===== src/rtl/capture_pkg.sv =====
// capture_pkg
//   Shared types and helpers for the capture sequencer and its byte serializer.
//   - state_t          : sequencer states, IDLE through WAIT
//   - BYTES_PER_SAMPLE : bytes per sample at the default 8-bit sample width
//   - bytes_per_sample : the same figure for any sample width
//   - scaled_count     : turns a 16-bit configuration field into a sample count
package capture_pkg;

   typedef enum logic [2:0] {
      ST_IDLE      = 3'd0,
      ST_ARMED     = 3'd1,
      ST_TRIGGERED = 3'd2,
      ST_READ      = 3'd3,
      ST_LOAD      = 3'd4,
      ST_SEND      = 3'd5,
      ST_WAIT      = 3'd6
   } state_t;

   localparam int unsigned DEFAULT_SAMPLE_WIDTH = 8;
   localparam int unsigned BYTES_PER_SAMPLE     = DEFAULT_SAMPLE_WIDTH / 8;

   function automatic int unsigned bytes_per_sample(input int unsigned sample_width);
      return sample_width / 8;
   endfunction

   // A field value f means 4*(f+1) samples; the result never exceeds the buffer depth.
   function automatic logic [31:0] scaled_count(input logic [15:0] field,
                                                input logic [31:0] depth);
      logic [31:0] value;
      value = ({16'd0, field} + 32'd1) << 2;
      if (value > depth) begin
         return depth;
      end else begin
         return value;
      end
   endfunction

endpackage


===== src/rtl/sample_serializer.sv =====
// sample_serializer
//   Sends one buffered sample to the UART as bytes, least significant byte first.
//   Ports:
//   - clock, reset   : rising-edge clock, synchronous active-high reset
//   - load           : capture rdata into the shift register and restart at byte 0
//   - send_en        : the sequencer is waiting to start a byte
//   - wait_en        : the sequencer is waiting for the UART to finish a byte
//   - rdata          : sample read back from the buffer
//   - transmit_busy  : UART transmitter busy
//   - tx_start       : one-cycle start pulse, tx_data : byte to send
//   - byte_done      : a byte has finished and more bytes remain
//   - sample_done    : the last byte of the sample has finished
module sample_serializer
   import capture_pkg::*;
#(
   parameter int SAMPLE_WIDTH = 8,
   parameter int BYTES        = BYTES_PER_SAMPLE
)(
   input  logic                    clock,
   input  logic                    reset,
   input  logic                    load,
   input  logic                    send_en,
   input  logic                    wait_en,
   input  logic [SAMPLE_WIDTH-1:0] rdata,
   input  logic                    transmit_busy,
   output logic                    tx_start,
   output logic [7:0]              tx_data,
   output logic                    byte_done,
   output logic                    sample_done
);

   localparam int IW = $clog2(BYTES + 1);

   logic [SAMPLE_WIDTH-1:0] shift_r;
   logic [IW-1:0]           idx_r;
   logic                    skip_r;
   logic                    tx_start_s;
   logic                    wait_ok_s;
   logic                    last_s;

   // A start is only ever issued while the transmitter reports idle.
   assign tx_start_s = send_en & ~transmit_busy;
   // The cycle right after a start is ignored: the UART may not have raised busy yet.
   assign wait_ok_s  = wait_en & ~skip_r & ~transmit_busy;
   assign last_s     = (idx_r == IW'(BYTES));

   assign tx_start    = tx_start_s;
   assign tx_data     = shift_r[7:0];
   assign byte_done   = wait_ok_s & ~last_s;
   assign sample_done = wait_ok_s & last_s;

   // Shift register, count of bytes sent, and the flag that skips the first wait cycle.
   always_ff @(posedge clock) begin
      if (reset) begin
         shift_r <= {SAMPLE_WIDTH{1'b0}};
         idx_r   <= {IW{1'b0}};
         skip_r  <= 1'b0;
      end else begin
         skip_r <= tx_start_s;
         if (load) begin
            shift_r <= rdata;
            idx_r   <= {IW{1'b0}};
         end else if (tx_start_s) begin
            shift_r <= shift_r >> 4'd8;
            idx_r   <= idx_r + IW'(1);
         end
      end
   end

endmodule


===== src/rtl/capture_sequencer.sv =====
// capture_sequencer
//   Logic-analyser capture control: when armed, it writes samples into a circular
//   buffer. On a trigger it captures a configurable number of further samples, then
//   reads a configurable number back, newest first, and sends them byte-wise to a UART.
//   Ports:
//   - clock, reset             : rising-edge clock, synchronous active-high reset
//   - cfg_load, cfg_word       : load read count [15:0] and delay count [31:16] (in IDLE only)
//   - arm, finish_now, run     : start capture, force trigger, trigger level
//   - sample_valid, sample_in  : sample strobe and data
//   - mem_*                    : buffer write port and read address (data returns next cycle)
//   - transmit_busy, tx_start, tx_data : UART handshake
//   - armed, triggered, sending: status flags
module capture_sequencer
   import capture_pkg::*;
#(
   parameter int SAMPLE_WIDTH = 8,
   parameter int ADDR_WIDTH   = 10
)(
   input  logic                    clock,
   input  logic                    reset,
   input  logic                    cfg_load,
   input  logic [31:0]             cfg_word,
   input  logic                    arm,
   input  logic                    finish_now,
   input  logic                    run,
   input  logic                    sample_valid,
   input  logic [SAMPLE_WIDTH-1:0] sample_in,
   input  logic [SAMPLE_WIDTH-1:0] mem_rdata,
   input  logic                    transmit_busy,
   output logic                    mem_we,
   output logic [ADDR_WIDTH-1:0]   mem_waddr,
   output logic [SAMPLE_WIDTH-1:0] mem_wdata,
   output logic [ADDR_WIDTH-1:0]   mem_raddr,
   output logic                    tx_start,
   output logic [7:0]              tx_data,
   output logic                    armed,
   output logic                    triggered,
   output logic                    sending
);

   // Counts run up to the full depth, so they need one bit more than an address.
   localparam int          CW      = ADDR_WIDTH + 1;
   localparam logic [31:0] DEPTH_W = 32'd1 << ADDR_WIDTH;

   state_t                state_r;
   state_t                state_s;
   logic [ADDR_WIDTH-1:0] wptr_r;
   logic [ADDR_WIDTH-1:0] raddr_r;
   logic [CW-1:0]         delay_cnt_r;
   logic [CW-1:0]         remaining_r;
   logic [CW-1:0]         read_samples_r;
   logic [CW-1:0]         delay_samples_r;
   logic                  write_s;
   logic                  trig_s;
   logic                  ser_tx_start_s;
   logic                  ser_byte_done_s;
   logic                  ser_sample_done_s;

   assign write_s = ~reset & sample_valid &
                    ((state_r == ST_ARMED) || (state_r == ST_TRIGGERED));
   assign trig_s  = run | finish_now;

   // Next-state selection; only IDLE reacts to arm, only ARMED reacts to the trigger.
   always_comb begin
      state_s = state_r;
      case (state_r)
         ST_IDLE: begin
            if (arm) state_s = ST_ARMED;
            else     state_s = ST_IDLE;
         end
         ST_ARMED: begin
            if (trig_s) state_s = ST_TRIGGERED;
            else        state_s = ST_ARMED;
         end
         ST_TRIGGERED: begin
            if (write_s && (delay_cnt_r == CW'(1))) state_s = ST_READ;
            else                                    state_s = ST_TRIGGERED;
         end
         ST_READ: state_s = ST_LOAD;
         ST_LOAD: state_s = ST_SEND;
         ST_SEND: begin
            if (ser_tx_start_s) state_s = ST_WAIT;
            else                state_s = ST_SEND;
         end
         ST_WAIT: begin
            if (ser_sample_done_s) begin
               if (remaining_r > CW'(1)) state_s = ST_READ;
               else                      state_s = ST_IDLE;
            end else if (ser_byte_done_s) begin
               state_s = ST_SEND;
            end else begin
               state_s = ST_WAIT;
            end
         end
         default: state_s = ST_IDLE;
      endcase
   end

   // State, pointers and counters.
   always_ff @(posedge clock) begin
      if (reset) begin
         state_r         <= ST_IDLE;
         wptr_r          <= {ADDR_WIDTH{1'b0}};
         raddr_r         <= {ADDR_WIDTH{1'b0}};
         delay_cnt_r     <= {CW{1'b0}};
         remaining_r     <= {CW{1'b0}};
         read_samples_r  <= CW'(scaled_count(16'd0, DEPTH_W));
         delay_samples_r <= CW'(scaled_count(16'd0, DEPTH_W));
      end else begin
         state_r <= state_s;
         if (write_s) begin
            wptr_r <= wptr_r + ADDR_WIDTH'(1);
         end
         if ((state_r == ST_IDLE) && cfg_load) begin
            read_samples_r  <= CW'(scaled_count(cfg_word[15:0], DEPTH_W));
            delay_samples_r <= CW'(scaled_count(cfg_word[31:16], DEPTH_W));
         end
         // A sample written in the trigger cycle is not part of the post-trigger delay.
         if ((state_r == ST_ARMED) && trig_s) begin
            delay_cnt_r <= delay_samples_r;
         end else if ((state_r == ST_TRIGGERED) && write_s) begin
            delay_cnt_r <= delay_cnt_r - CW'(1);
            if (delay_cnt_r == CW'(1)) begin
               raddr_r     <= wptr_r;
               remaining_r <= read_samples_r;
            end
         end
         // Read-back walks backwards so the newest sample goes out first.
         if ((state_r == ST_WAIT) && ser_sample_done_s) begin
            remaining_r <= remaining_r - CW'(1);
            raddr_r     <= raddr_r - ADDR_WIDTH'(1);
         end
      end
   end

   sample_serializer #(
      .SAMPLE_WIDTH (SAMPLE_WIDTH),
      .BYTES        (bytes_per_sample(SAMPLE_WIDTH))
   ) u_serializer (
      .clock         (clock),
      .reset         (reset),
      .load          (state_r == ST_LOAD),
      .send_en       (~reset & (state_r == ST_SEND)),
      .wait_en       (state_r == ST_WAIT),
      .rdata         (mem_rdata),
      .transmit_busy (transmit_busy),
      .tx_start      (ser_tx_start_s),
      .tx_data       (tx_data),
      .byte_done     (ser_byte_done_s),
      .sample_done   (ser_sample_done_s)
   );

   assign mem_we    = write_s;
   assign mem_waddr = wptr_r;
   assign mem_wdata = write_s ? sample_in : {SAMPLE_WIDTH{1'b0}};
   assign mem_raddr = raddr_r;
   assign tx_start  = ser_tx_start_s;
   assign armed     = (state_r == ST_ARMED);
   assign triggered = (state_r == ST_TRIGGERED);
   assign sending   = (state_r == ST_READ) || (state_r == ST_LOAD) ||
                      (state_r == ST_SEND) || (state_r == ST_WAIT);

endmodule


===== config.mk =====
export PLATFORM = sky130hd
export DESIGN_NAME = capture_sequencer
export DESIGN_NICKNAME = d
export VERILOG_FILES = /design/src/rtl/capture_pkg.sv /design/src/rtl/sample_serializer.sv /design/src/rtl/capture_sequencer.sv
export SDC_FILE = /design/constraint.sdc
export NUM_CORES = 1
export LEC_CHECK = 0
export CELL_PAD_IN_SITES_DETAIL_PLACEMENT = 0
export CELL_PAD_IN_SITES_GLOBAL_PLACEMENT = 1
export CORE_MARGIN = 5
export CORE_UTILIZATION = 37
export DETAILED_ROUTE_END_ITERATION = 8
export GPL_ROUTABILITY_DRIVEN = 0
export HOLD_SLACK_MARGIN = 0.12
export PLACE_DENSITY = 0.84
export SETUP_SLACK_MARGIN = 0.5
export SLEW_MARGIN = 40
export SYNTH_ARGS = -nofsm -noshare
export SYNTH_HDL_FRONTEND = slang
export SYNTH_SLANG_ARGS = --single-unit
export TNS_END_PERCENT = 5

===== constraint.sdc =====
create_clock -name clock -period 3.2 [get_ports clock]
set_input_delay 0.96 -clock clock [delete_from_list [all_inputs] [get_ports clock]]
set_output_delay 0.96 -clock clock [all_outputs]
set_load 0.01 [all_outputs]

Word-level counts from Yosys, hierarchy flattened
Cells that the tools add are included.

cells by class
  add/subtract/negate cells = 7
  $mul = 0
  divide/modulo/power cells = 0
  magnitude comparators = 3
  equality and inequality tests = 8
  shifts and indexed selects = 0
  multiplexer cells = 23
  bitwise gates (word level) = 13
  reductions and logical operators = 16

operator list
  kind                                                  number
  2-to-1 mux 11 bit                                     8
  2-to-1 mux 10 bit                                     4
  > comparator 19 x 11 -> 1 bit, second input constant  2
  adder 16 x 1 -> 17 bit, second input constant         2
  2-to-1 mux 8 bit                                      3
  subtractor 11 x 1 -> 11 bit, second input constant    2
  one-hot mux 3 bit (7 select lines)                    1
  equality test 11 x 1 -> 1 bit, second input constant  1
  > comparator 11 x 1 -> 1 bit, second input constant   1
  adder 10 x 1 -> 10 bit, second input constant         1
  subtractor 10 x 1 -> 10 bit, second input constant    1
  equality test 3 bit, second input constant            3
  bitwise AND 1 bit                                     8
  2-to-1 mux 2 bit                                      4
  nonzero test 2 bit                                    4
  equality test 3 x 2 -> 1 bit, second input constant   2
  logical AND 1 bit                                     5
  logical OR 1 bit                                      4
  inverter 1 bit                                        4
  equality test 3 x 1 -> 1 bit, second input constant   1
  logical NOT 3 bit                                     1
  2-to-1 mux 3 bit                                      1
  AND reduction 3 bit                                   1
  2-to-1 mux 1 bit                                      2
  4 further kinds                                       4

storage, ports and cells
  register bits = 77
  bits in latches = 0
  bits in writable memories = 0
  ROM bits = 0
  input port bits = 56
  output and inout bits = 41
  logic and storage cells = 80
  memories kept = 0

Longest topological paths before layout
Gate-level depths: netlist of the first run.

  depth after elaboration = 7
  gate-level depth with buffers = 8

Hierarchy
From an unflattened synthesis of the first run, not the netlist that was laid out.

second synthesis, totals
  cell total of the unflattened synthesis = 522
  area, all modules = 4121.5 µm²

modules (own cells, without submodules)
  module             times used  cells each  area an instance (µm²)  sequential area each (µm²)
  capture_sequencer  1           478         3706.1                  1261.2
  sample_serializer  1           44          415.4                   200.2

Least setup slack after synthesis of the first run
No wires, ideal clock.

  path type = in2out
  start = in reset
  end = out mem_wdata[0]
  arrival time = 2201 ps
  slack = 39 ps
  stages on the path = 5
  cell sequence = or3b_1 -> buf_6 -> a21oi_1 -> buf_2 -> and2_1

between the ends
  word-level cells in the longest chain between the ends = 4

ends and longest elaborated chain
  what                             line                      source
  start, declared                  capture_sequencer.sv:20   input logic reset,
  inverter 1 bit                   capture_sequencer.sv:59   assign write_s = ~reset & sample_valid &
  bitwise AND 1 bit (2 in series)  capture_sequencer.sv:59
  via mem_we                       capture_sequencer.sv:30   output logic mem_we,
  2-to-1 mux 8 bit                 capture_sequencer.sv:155  assign mem_wdata = write_s ? sample_in : {SAMPLE_WIDTH{1'b0}};
  end, declared                    capture_sequencer.sv:32   output logic [SAMPLE_WIDTH-1:0] mem_wdata,

The timed path passes the listed nets, and every way through them passes these cells.

Worst setup path after layout of the first run
  start = in reset
  end = out mem_wdata[7]

between the ends
  word-level cells in the longest chain between the ends = 4

ends and longest elaborated chain
  what                             line
  inverter 1 bit                   capture_sequencer.sv:59
  bitwise AND 1 bit (2 in series)  capture_sequencer.sv:59
  2-to-1 mux 8 bit                 capture_sequencer.sv:155

No other way between the ends.

==> results of run 1 <==
-- worst register-to-register path, cell delays in order, from the launching register on --
cell      delay, ps
dfxtp_1         330
buf_4           210
or3b_1          390
or2_1           360
or4_1           530
o211ai_1        200
a21oi_1          80
-- repair_timing --
action	in CTS	in global routing
gates cloned	1	0
setup endpoints to repair	33	26
endpoints found under the hold margin	0	0
pin swaps	2	1
gates resized for setup	48	2
buffers inserted	8	0
-- sequential cells by signal (all words and copies together), names as in the netlist --
register	count
u_serializer.tx_data	8
delay_cnt_r	11
remaining_r	11
state_r	3
read_samples_r	9
delay_samples_r	9
u_serializer.idx_r	1
mem_waddr	10
u_serializer.skip_r	1
mem_raddr	10
-- Yosys cell counts (all sizes together), types with 4 or more instances --
cell type / n / area (sq um)
xnor2: 15 / 131
nor4: 12 / 130
and2: 12 / 75.1
o21ai: 18 / 90.1
nand3: 29 / 145
a32oi: 5 / 43.8
nor2: 61 / 229
ha: 10 / 125
nand2b: 5 / 31.3
dfxtp: 73 / 1460
or4: 4 / 30.0
nand2: 45 / 169
and3: 10 / 62.6
a21oi: 46 / 230
buf: 8 / 60.1
a211oi: 10 / 75.1
o311ai: 4 / 35.0
a31oi: 8 / 50.1
nor3: 16 / 80.1
xor2: 11 / 96.3
inv: 15 / 56.3
a22oi: 6 / 45.0
o211ai: 6 / 45.0
clkbuf: 18 / 67.6
nor3b: 4 / 35.0
nand4: 8 / 50.1
or3: 9 / 56.3
-- layer usage --
metal / global-route usage [%] / vias up / part of all wire, %
li1: - / 2160 / -
met1: 22.5 / 1977 / 44
met2: 28.8 / 133 / 48
met3: 2.56 / 9 / 7.4
met4: 3.71 / 0 / 0.89
met5: 0 / - / 0
-- power groups by stage --
stage	Combinational (W)	Sequential, W	Clock [W]
6_report	0.000355	0.000950	0.000980
5_1_grt	0.000388	0.000953	0.00104
4_1_cts	0.000357	0.000950	0.000996
3_5_place_dp	0.000338	0.000969	0
3_3_place_gp	0.000335	0.000969	0
2_1_floorplan	0.000178	0.000960	0
-- cell type report --
type                       instances  area, sq um
fill                            1035         5070
multi-input combinational        403         2560
sequential                        73         1460
timing repair buffer             146         1320
clock buffer                      13          250
tap                              140          175
inverter                          15         56.3
clock inverter                     3         40.0
-- per-stage QoR --
step	instance area (sq um)	utilization, %	instances	TNS, ps	worst slack (ps)
floorplan	4180	-	516	0	297
global placement	5500	50.3	768	-6100	-643
detailed placement	5500	50.3	768	-6310	-670
CTS	5870	53.7	793	0	85.7
global route	5870	53.6	793	0	67.4
finish	5870	53.6	793	0	99.7
-- cells in the final DEF, fill, tap and decap left out, types with 9 or more instances in the layout --
cell and count:
a211oi_1 10, a21oi_1 45, and3_1 10, buf_4 45, clkbuf_16 9, clkdlybuf4s50_1 83, dfxtp_1 72, ha_1 10
inv_1 15, nand2_1 45, nand3_1 29, nor2_1 61, nor3_1 16, o21ai_0 18, or3_1 9, xnor2_1 15
xor2_1 11
-- cells by family (layout without fill, tap and decap cells) --
group	count (synthesis)	count (layout)	synth area share (%)
AOI/OAI and AO/OA	129	130	20.2
xor gates and xnor gates	26	26	5.49
adders and majority gates	10	10	3.02
buffers and inverters	41	177	4.44
DFF	73	73	35.2
muxes	3	3	0.754
and+or+nand+nor	234	234	30.9
-- final timing paths --
| path | to |
|---|---|
| min | delay_cnt_r[10] |
| min reg2reg | delay_cnt_r[10] |
| max reg2reg | remaining_r[7] |
| max | mem_wdata[7] |
==> flow_summary.toml, run 1 <==
[power]
comb_power_share_pct = 15.5
p_per_area_nw_per_um2 = 390
internal_power_w = 0.00173
total_leakage_power_nw = 2.17
power.share.sequential_pct = 41.6
p_switching_w = 0.000553
ir_drop_v = 0.000283
power.total_w = 0.00229
clkPwrFrac_pct = 42.9
swShare_pct = 24.2

[yosys]
synth.avg_cell_area_sq_um = 8.04
yosysUniqueCellTypes = 65
synthArstFlopShare_pct = 0
ys_ff_latch = 73
synth_warnings = 0
synth.net_count = 582
syn_area_sq_um = 4150
synth-edff-count = 0
yosysSeqAreaShare_pct = 35.2
synth-main-ff-cell = "dfxtp_1"
syn_inst = 516

[clock_tree]
cts_buffers = 9
clk_latency_ps = 330
cts_tree = "yes"
cts_hold_buf = 0
cts_buffer_depth = 2
clk_pin_slew_ps = 50
clock_sinks = 73
root_buffer = "clkbuf_16"
cts.htree.levels = 3

[sta]
timing.final.hold_violations = 0
skew_ps = 7.06
setup_viol = 0
finalCriticalPeriod_ps = 3100
rsz0062_at_grt = "true"
worst_pin_slew_ps = 728
hold_ws_ps = 448
slew_headroom_pct = 51.5
slew_viol_final = 0
max_freq_mhz = 323
fin_crit_sh_pct = 96.9

[floorplanning]
core_sq_um = 10900
die_w_um = 116
rows = 38
pin_count = 97
die_y_um = 116
die-area_sq_um = 13400
start_util_pct = 37.9

[setup_path]
cp-startpoint = "reset"
worst-path-buf-inv = 4
cp_common_cell = "buf_6"
critPathLaunchType = "primary input"
max_stage_delay_ps = 420
crit_fanout = 3
regToRegSetupSlack_ps = 940
critPathTopFamily = "simple AND/OR/NAND/NOR gates"
reg2reg_depth = 6
cp.arrival_ps = 2140
cpMaxStageDelayCell = "or3b_4"
crit_type = "in -> out"
required_ps = 2240
worstPathCellList = "buf_8 -> or3b_4 -> a21oi_4 -> buf_6 -> buf_6 -> and2_4 -> buf_6"
critical_path_depth = 7
crit-reg2reg-launch = "state_r[2]"
end_kind = "output port"

[detailed_routing]
drc_errors = 0
dr.pass1.iters = 4
vias = 4279
drt-vias-per-instance = 5.40
wirelength_mm = 11.4
drt_iter0_markers = 269
ant_nets = 0
wl_per_cell_um = 14.4

[place]
port_buffers = 96
dp.final_hpwl_mm = 8.52

[global_routing]
antenna_found_initial = 0
grt_pass1_wl_mm = 18.8
grt_overflow = 0
grt_usage_pct = 16.8
grt_pass1_vias = 4023
grt_max_degree = 70

[final_layout]
antenna_cells = 0
area_growth_pct = 41.5
fin_nets = 714
drive_gt1_share_pct = 15.2

[worst_hold_path]
worstHoldPathCells = 2
hp-class = "reg -> reg"
hp-start = "delay_samples_r[10]"

[outcome]
run_status = "finished clean"

[flow_run]
maxCapViolCount = 0
(Power assumes the default switching activity.)
==> run 2: changes to the inputs <==
--- a/config.mk
+++ b/config.mk
@@ -12,7 +12,7 @@
 export DETAILED_ROUTE_END_ITERATION = 8
 export GPL_ROUTABILITY_DRIVEN = 0
 export HOLD_SLACK_MARGIN = 0.12
-export PLACE_DENSITY = 0.84
+export PLACE_DENSITY_LB_ADDON = 0.25
 export SETUP_SLACK_MARGIN = 0.5
 export SLEW_MARGIN = 40
 export SYNTH_ARGS = -nofsm -noshare
==> run 2 against run 1 <==
Net effect:
- fmax up 1.6%
- design area up 0.21%
- register-to-register slack about the same
- via count down 1.6%
- clock skew about the same
- count of clock-buffer cells in the layout unchanged
- critical path depth unchanged
- flip-flop and latch count unchanged
- clock power up 0.9%
- combinational power down 1%
- largest cell class unchanged
- largest power group unchanged
- highest routed layer unchanged
==> flow_summary.toml, run 2 (same netlist as run 1, synthesis figures left out) <==
[outcome]
run_status = "finished clean"

[final_layout]
final_cell_mix = "83 x clkdlybuf4s50_1, 71 x dfxtp_1, 61 x nor2_1, 45 x nand2_1, 45 x a21oi_1"
antenna_cells = 0
final_common_cell = "clkdlybuf4s50_1"
fill_cells = 1047
top_regs = "delay_cnt_r (11), remaining_r (11)"
stdcell_area_sq_um = 5880
drive_gt1_share_pct = 15.1
area_growth_pct = 41.8
fin_nets = 711

[floorplanning]
start_util_pct = 37.9
die-area_sq_um = 13400
core_sq_um = 10900
rows = 38
die_w_um = 116
die_y_um = 116
pin_count = 97

[global_routing]
grt_pass1_wl_mm = 19.7
grt_max_degree = 70
antenna_found_initial = 0
grt_overflow = 0
grt_pass1_vias = 4123
grt_usage_pct = 17.9

[clock_tree]
cts.htree.levels = 3
clk_pin_slew_ps = 50
root_buffer = "clkbuf_16"
cts_hold_buf = 0
clk_latency_ps = 330
cts_tree = "yes"
cts_buffer_depth = 2
clock_sinks = 73
cts_buffers = 9

[setup_path]
cp-startpoint = "reset"
critPathLaunchType = "primary input"
crit-reg2reg-launch = "state_r[2]"
required_ps = 2240
crit_type = "in -> out"
end_kind = "output port"
crit_fanout = 3
cp.arrival_ps = 2090

[place]
dp_slack_ps = -606
dp.final_hpwl_mm = 8.69
place_area_sq_um = 5500
port_buffers = 96

[detailed_routing]
vias = 4212
wl_per_cell_um = 14.9
drt_iter0_markers = 226
wirelength_mm = 11.7
drc_errors = 0
ant_nets = 0
drt-vias-per-instance = 5.33
dr.pass1.iters = 4

[sta]
fin_crit_sh_pct = 95.4
setup_viol = 0
finalCriticalPeriod_ps = 3050
post-route-worst-setup-slack_ps = 147
worst_pin_slew_ps = 777
skew_ps = 7.22
timing.final.hold_violations = 0
rsz0062_at_grt = "true"
max_freq_mhz = 328
slew_viol_final = 0
slew_headroom_pct = 47.7

[power]
p_per_area_nw_per_um2 = 390
ir_drop_v = 0.000306
total_leakage_power_nw = 2.16

[worst_hold_path]
hp-start = "delay_samples_r[9]"
hp-class = "reg -> reg"

[flow_run]
maxCapViolCount = 0
-- run 2: cell count changes in the layout (fill, tap and decap cells not counted) --
cell | previous run | this run
buf_12 | 0 | 1
buf_2 | 6 | 4
buf_4 | 45 | 42
buf_6 | 6 | 7
clkbuf_2 | 1 | 0
clkdlybuf4s15_2 | 1 | 2
dfxtp_1 | 72 | 71
dfxtp_2 | 1 | 2
nor4_1 | 6 | 5
nor4_2 | 4 | 5
-- run 2: final timing paths --
check,end,slack (ps),cells past startpoint
max,mem_wdata[7],150,7
min,delay_samples_r[9],450,2
max reg2reg,remaining_r[7],930,6
min reg2reg,delay_samples_r[9],450,2
-- run 2: final cells by class --
cell class,instances,area [sq um],area share [%]
Clock buffer,13,250,4.26
Clock inverter,3,40.0,0.681
Inverter,15,56.3,0.958
Multi-Input combinational cell,403,2560,43.6
Sequential cell,73,1460,24.9
Tap cell,140,175,2.98
Timing Repair Buffer,143,1330,22.6
-- run 2: stage by stage --
stage	std cells	TNS, ps	power [W]	hold WS, ps	utilization, %
2_1_floorplan	516	0	0.00114	420	-
3_3_place_gp	767	-5500	0.00131	436	50.3
3_5_place_dp	767	-5850	0.00131	445	50.3
4_1_cts	789	0	0.00231	457	53.6
5_1_grt	790	0	0.00239	464	53.8
6_report	790	0	0.00229	455	53.8
-- run 2: metal layers --
layer | wire length, um | up-vias | GRT usage, %
met5 | 0 | - | 0
met3 | 618 | 9 | 2.66
li1 | - | 2162 | -
met2 | 5610 | 113 | 30.1
met1 | 5360 | 1928 | 23.1
met4 | 139 | 0 | 6.65
-- run 2: worst max-delay path: stages --
cell and delay (ps):
buf_8 100, or3b_4 410, a21oi_4 170, buf_6 130
buf_6 90, and2_4 130, buf_6 90
-- run 2: repair_timing --
action                     CTS  global route
pin swaps                    2             1
setup endpoints to repair   34            28
setup buffers                5             1
gates cloned                 1             0
resized for setup           49             3
-- run 2: where the power goes --
part | switching [W] | leakage [nW] | internal [W]
sequential | 0.0000230 | 0.591 | 0.000929
clock | 0.000366 | 0.144 | 0.000623
combinational | 0.000172 | 1.43 | 0.000179
==> run 3: changes to the inputs <==
--- a/config.mk
+++ b/config.mk
@@ -5,7 +5,7 @@
 export SDC_FILE = /design/constraint.sdc
 export NUM_CORES = 1
 export LEC_CHECK = 0
-export CELL_PAD_IN_SITES_DETAIL_PLACEMENT = 0
+export CELL_PAD_IN_SITES_DETAIL_PLACEMENT = 1
 export CELL_PAD_IN_SITES_GLOBAL_PLACEMENT = 1
 export CORE_MARGIN = 5
 export CORE_UTILIZATION = 37
==> run 3 against run 2 <==
Net effect:
- cell count grew 0.51%
- wire length up 21%
- count of clock-buffer cells in the layout is 2 higher
- fmax fell by 1.7%
- clock power is 8.6% lower
- hold slack lost 4.0 ps
- first-iteration DRC count decreased by 19%
- register-to-register slack worse by 80 ps
- die area stayed put
- combinational power rose by 6.0%
- via count up 5.2%
- sequential share of layout area is essentially flat
==> flow_summary.toml, run 3 (same netlist as run 1, synthesis figures left out) <==
[outcome]
run_status = "finished clean"

[floorplanning]
rows = 38
die_y_um = 116
die_w_um = 116
core_sq_um = 10900
start_util_pct = 37.9
pin_count = 97
die-area_sq_um = 13400

[setup_path]
cp_common_cell = "buf_6"
critPathLaunchType = "primary input"
end_kind = "output port"
cpMaxStageDelayCell = "or3b_4"
cp.arrival_ps = 2140
required_ps = 2240
worstPathCellList = "buf_8 -> or3b_4 -> a21oi_4 -> buf_6 -> buf_6 -> and2_4 -> buf_6"
crit_type = "in -> out"
max_stage_delay_ps = 420
crit_fanout = 3

[final_layout]
top_regs = "delay_cnt_r (11), remaining_r (11)"
area_growth_pct = 41.8
final_common_cell = "clkdlybuf4s50_1"
final_cell_mix = "84 x clkdlybuf4s50_1, 73 x dfxtp_1, 61 x nor2_1, 46 x buf_4"
fin_nets = 716
drive_gt1_share_pct = 14.7
antenna_cells = 0
fill_cells = 1305

[clock_tree]
clock_sinks = 73
cts_tree = "yes"
cts_buffers = 9
root_buffer = "clkbuf_16"
clk_latency_ps = 330
clk_pin_slew_ps = 50
cts_buffer_depth = 2
cts.htree.levels = 3

[sta]
slew_viol_final = 0
max_freq_mhz = 322
timing.final.hold_violations = 0
skew_ps = 5.43
post-route-worst-setup-slack_ps = 95.1
rsz0062_at_grt = "true"
slew_headroom_pct = 47.3
fin_crit_sh_pct = 97.0
hold_ws_ps = 451
finalCriticalPeriod_ps = 3100
setup_viol = 0
worst_pin_slew_ps = 790

[global_routing]
antenna_found_initial = 0
grt_overflow = 0
grt_usage_pct = 21.4
grt_pass1_vias = 4640
grt_max_degree = 70
grt_pass1_wl_mm = 23.0

[flow_run]
maxCapViolCount = 0

[detailed_routing]
wl_per_cell_um = 17.8
vias = 4432
dr.pass1.iters = 4
drt_iter0_markers = 184
drt-vias-per-instance = 5.58
ant_nets = 0
drc_errors = 0
wirelength_mm = 14.2

[place]
dp_slack_ps = -684
port_buffers = 96
dp.final_hpwl_mm = 10.1

[worst_hold_path]
hp-class = "reg -> reg"

[power]
ir_drop_v = 0.000234
p_per_area_nw_per_um2 = 379
total_leakage_power_nw = 2.17
[run 3: changes by cell type in the layout (fill, tap and decap cells not counted), sizes merged]
cell	change
clkdlybuf4s50	+1
clkinv	-2
bufinv	-1
clkbuf	+2
dlygate4sd2	-2
buf	+6
[run 3: area by class of cell]
type	instances	area (sq um)	share of cell area [%]
well taps	140	175	2.98
flip-flops and latches	73	1460	24.9
repair buffers	148	1370	23.3
clock buffers	15	258	4.38
inverters	15	56.3	0.958
multi-input cells	403	2560	43.5
[run 3: critical path, delay by kind of cell]
kind,cells,cell delay [ps]
compound gates,1,210
buf+inv,4,430
simple gates,2,550
[run 3: power breakdown]
part	total (W)	internal (W)	switching, W
Combinational	0.000372	0.000185	0.000187
Clock	0.000904	0.000543	0.000360
Sequential	0.000952	0.000929	0.0000229
[run 3: stage by stage]
stage                     util (%)  total power (W)  std cells  setup TNS (ps)  instance area [sq um]
final                         53.8          0.00223        794               0                   5880
after global routing          53.8          0.00233        794               0                   5880
after CTS                     53.7          0.00224        794               0                   5870
after detailed placement      50.3          0.00132        767           -6600                   5500
after global placement        50.3          0.00131        767           -5500                   5500
after floorplan                  -          0.00114        516               0                   4180
[run 3: path summary, 6_finish.rpt]
| check | from | end | slack (ps) | depth (start not counted) |
|---|---|---|---|---|
| worst max register to register | state_r[2] | mem_raddr[7] | 850 | 7 |
| worst min register to register | delay_samples_r[7] | delay_samples_r[7] | 450 | 2 |
| worst min-delay path | delay_samples_r[7] | delay_samples_r[7] | 450 | 2 |
| worst max-delay path | reset | mem_wdata[1] | 100 | 7 |
[run 3: repair_timing]
action / 4_1_cts / 5_1_grt
setup buffers: 11 / 0
hold buffers: 0 / 0
setup endpoints to repair: 40 / 36
resized for setup: 50 / 3
pin swaps: 2 / 1
cloned: 1 / 0
[run 3: layer usage]
layer	routed length [um]	vias up	global-route usage [%]
li1	-	2156	-
met1	6040	2159	24.6
met2	7230	102	39.3
met3	634	15	3.81
met4	262	0	7.66
met5	0	-	0
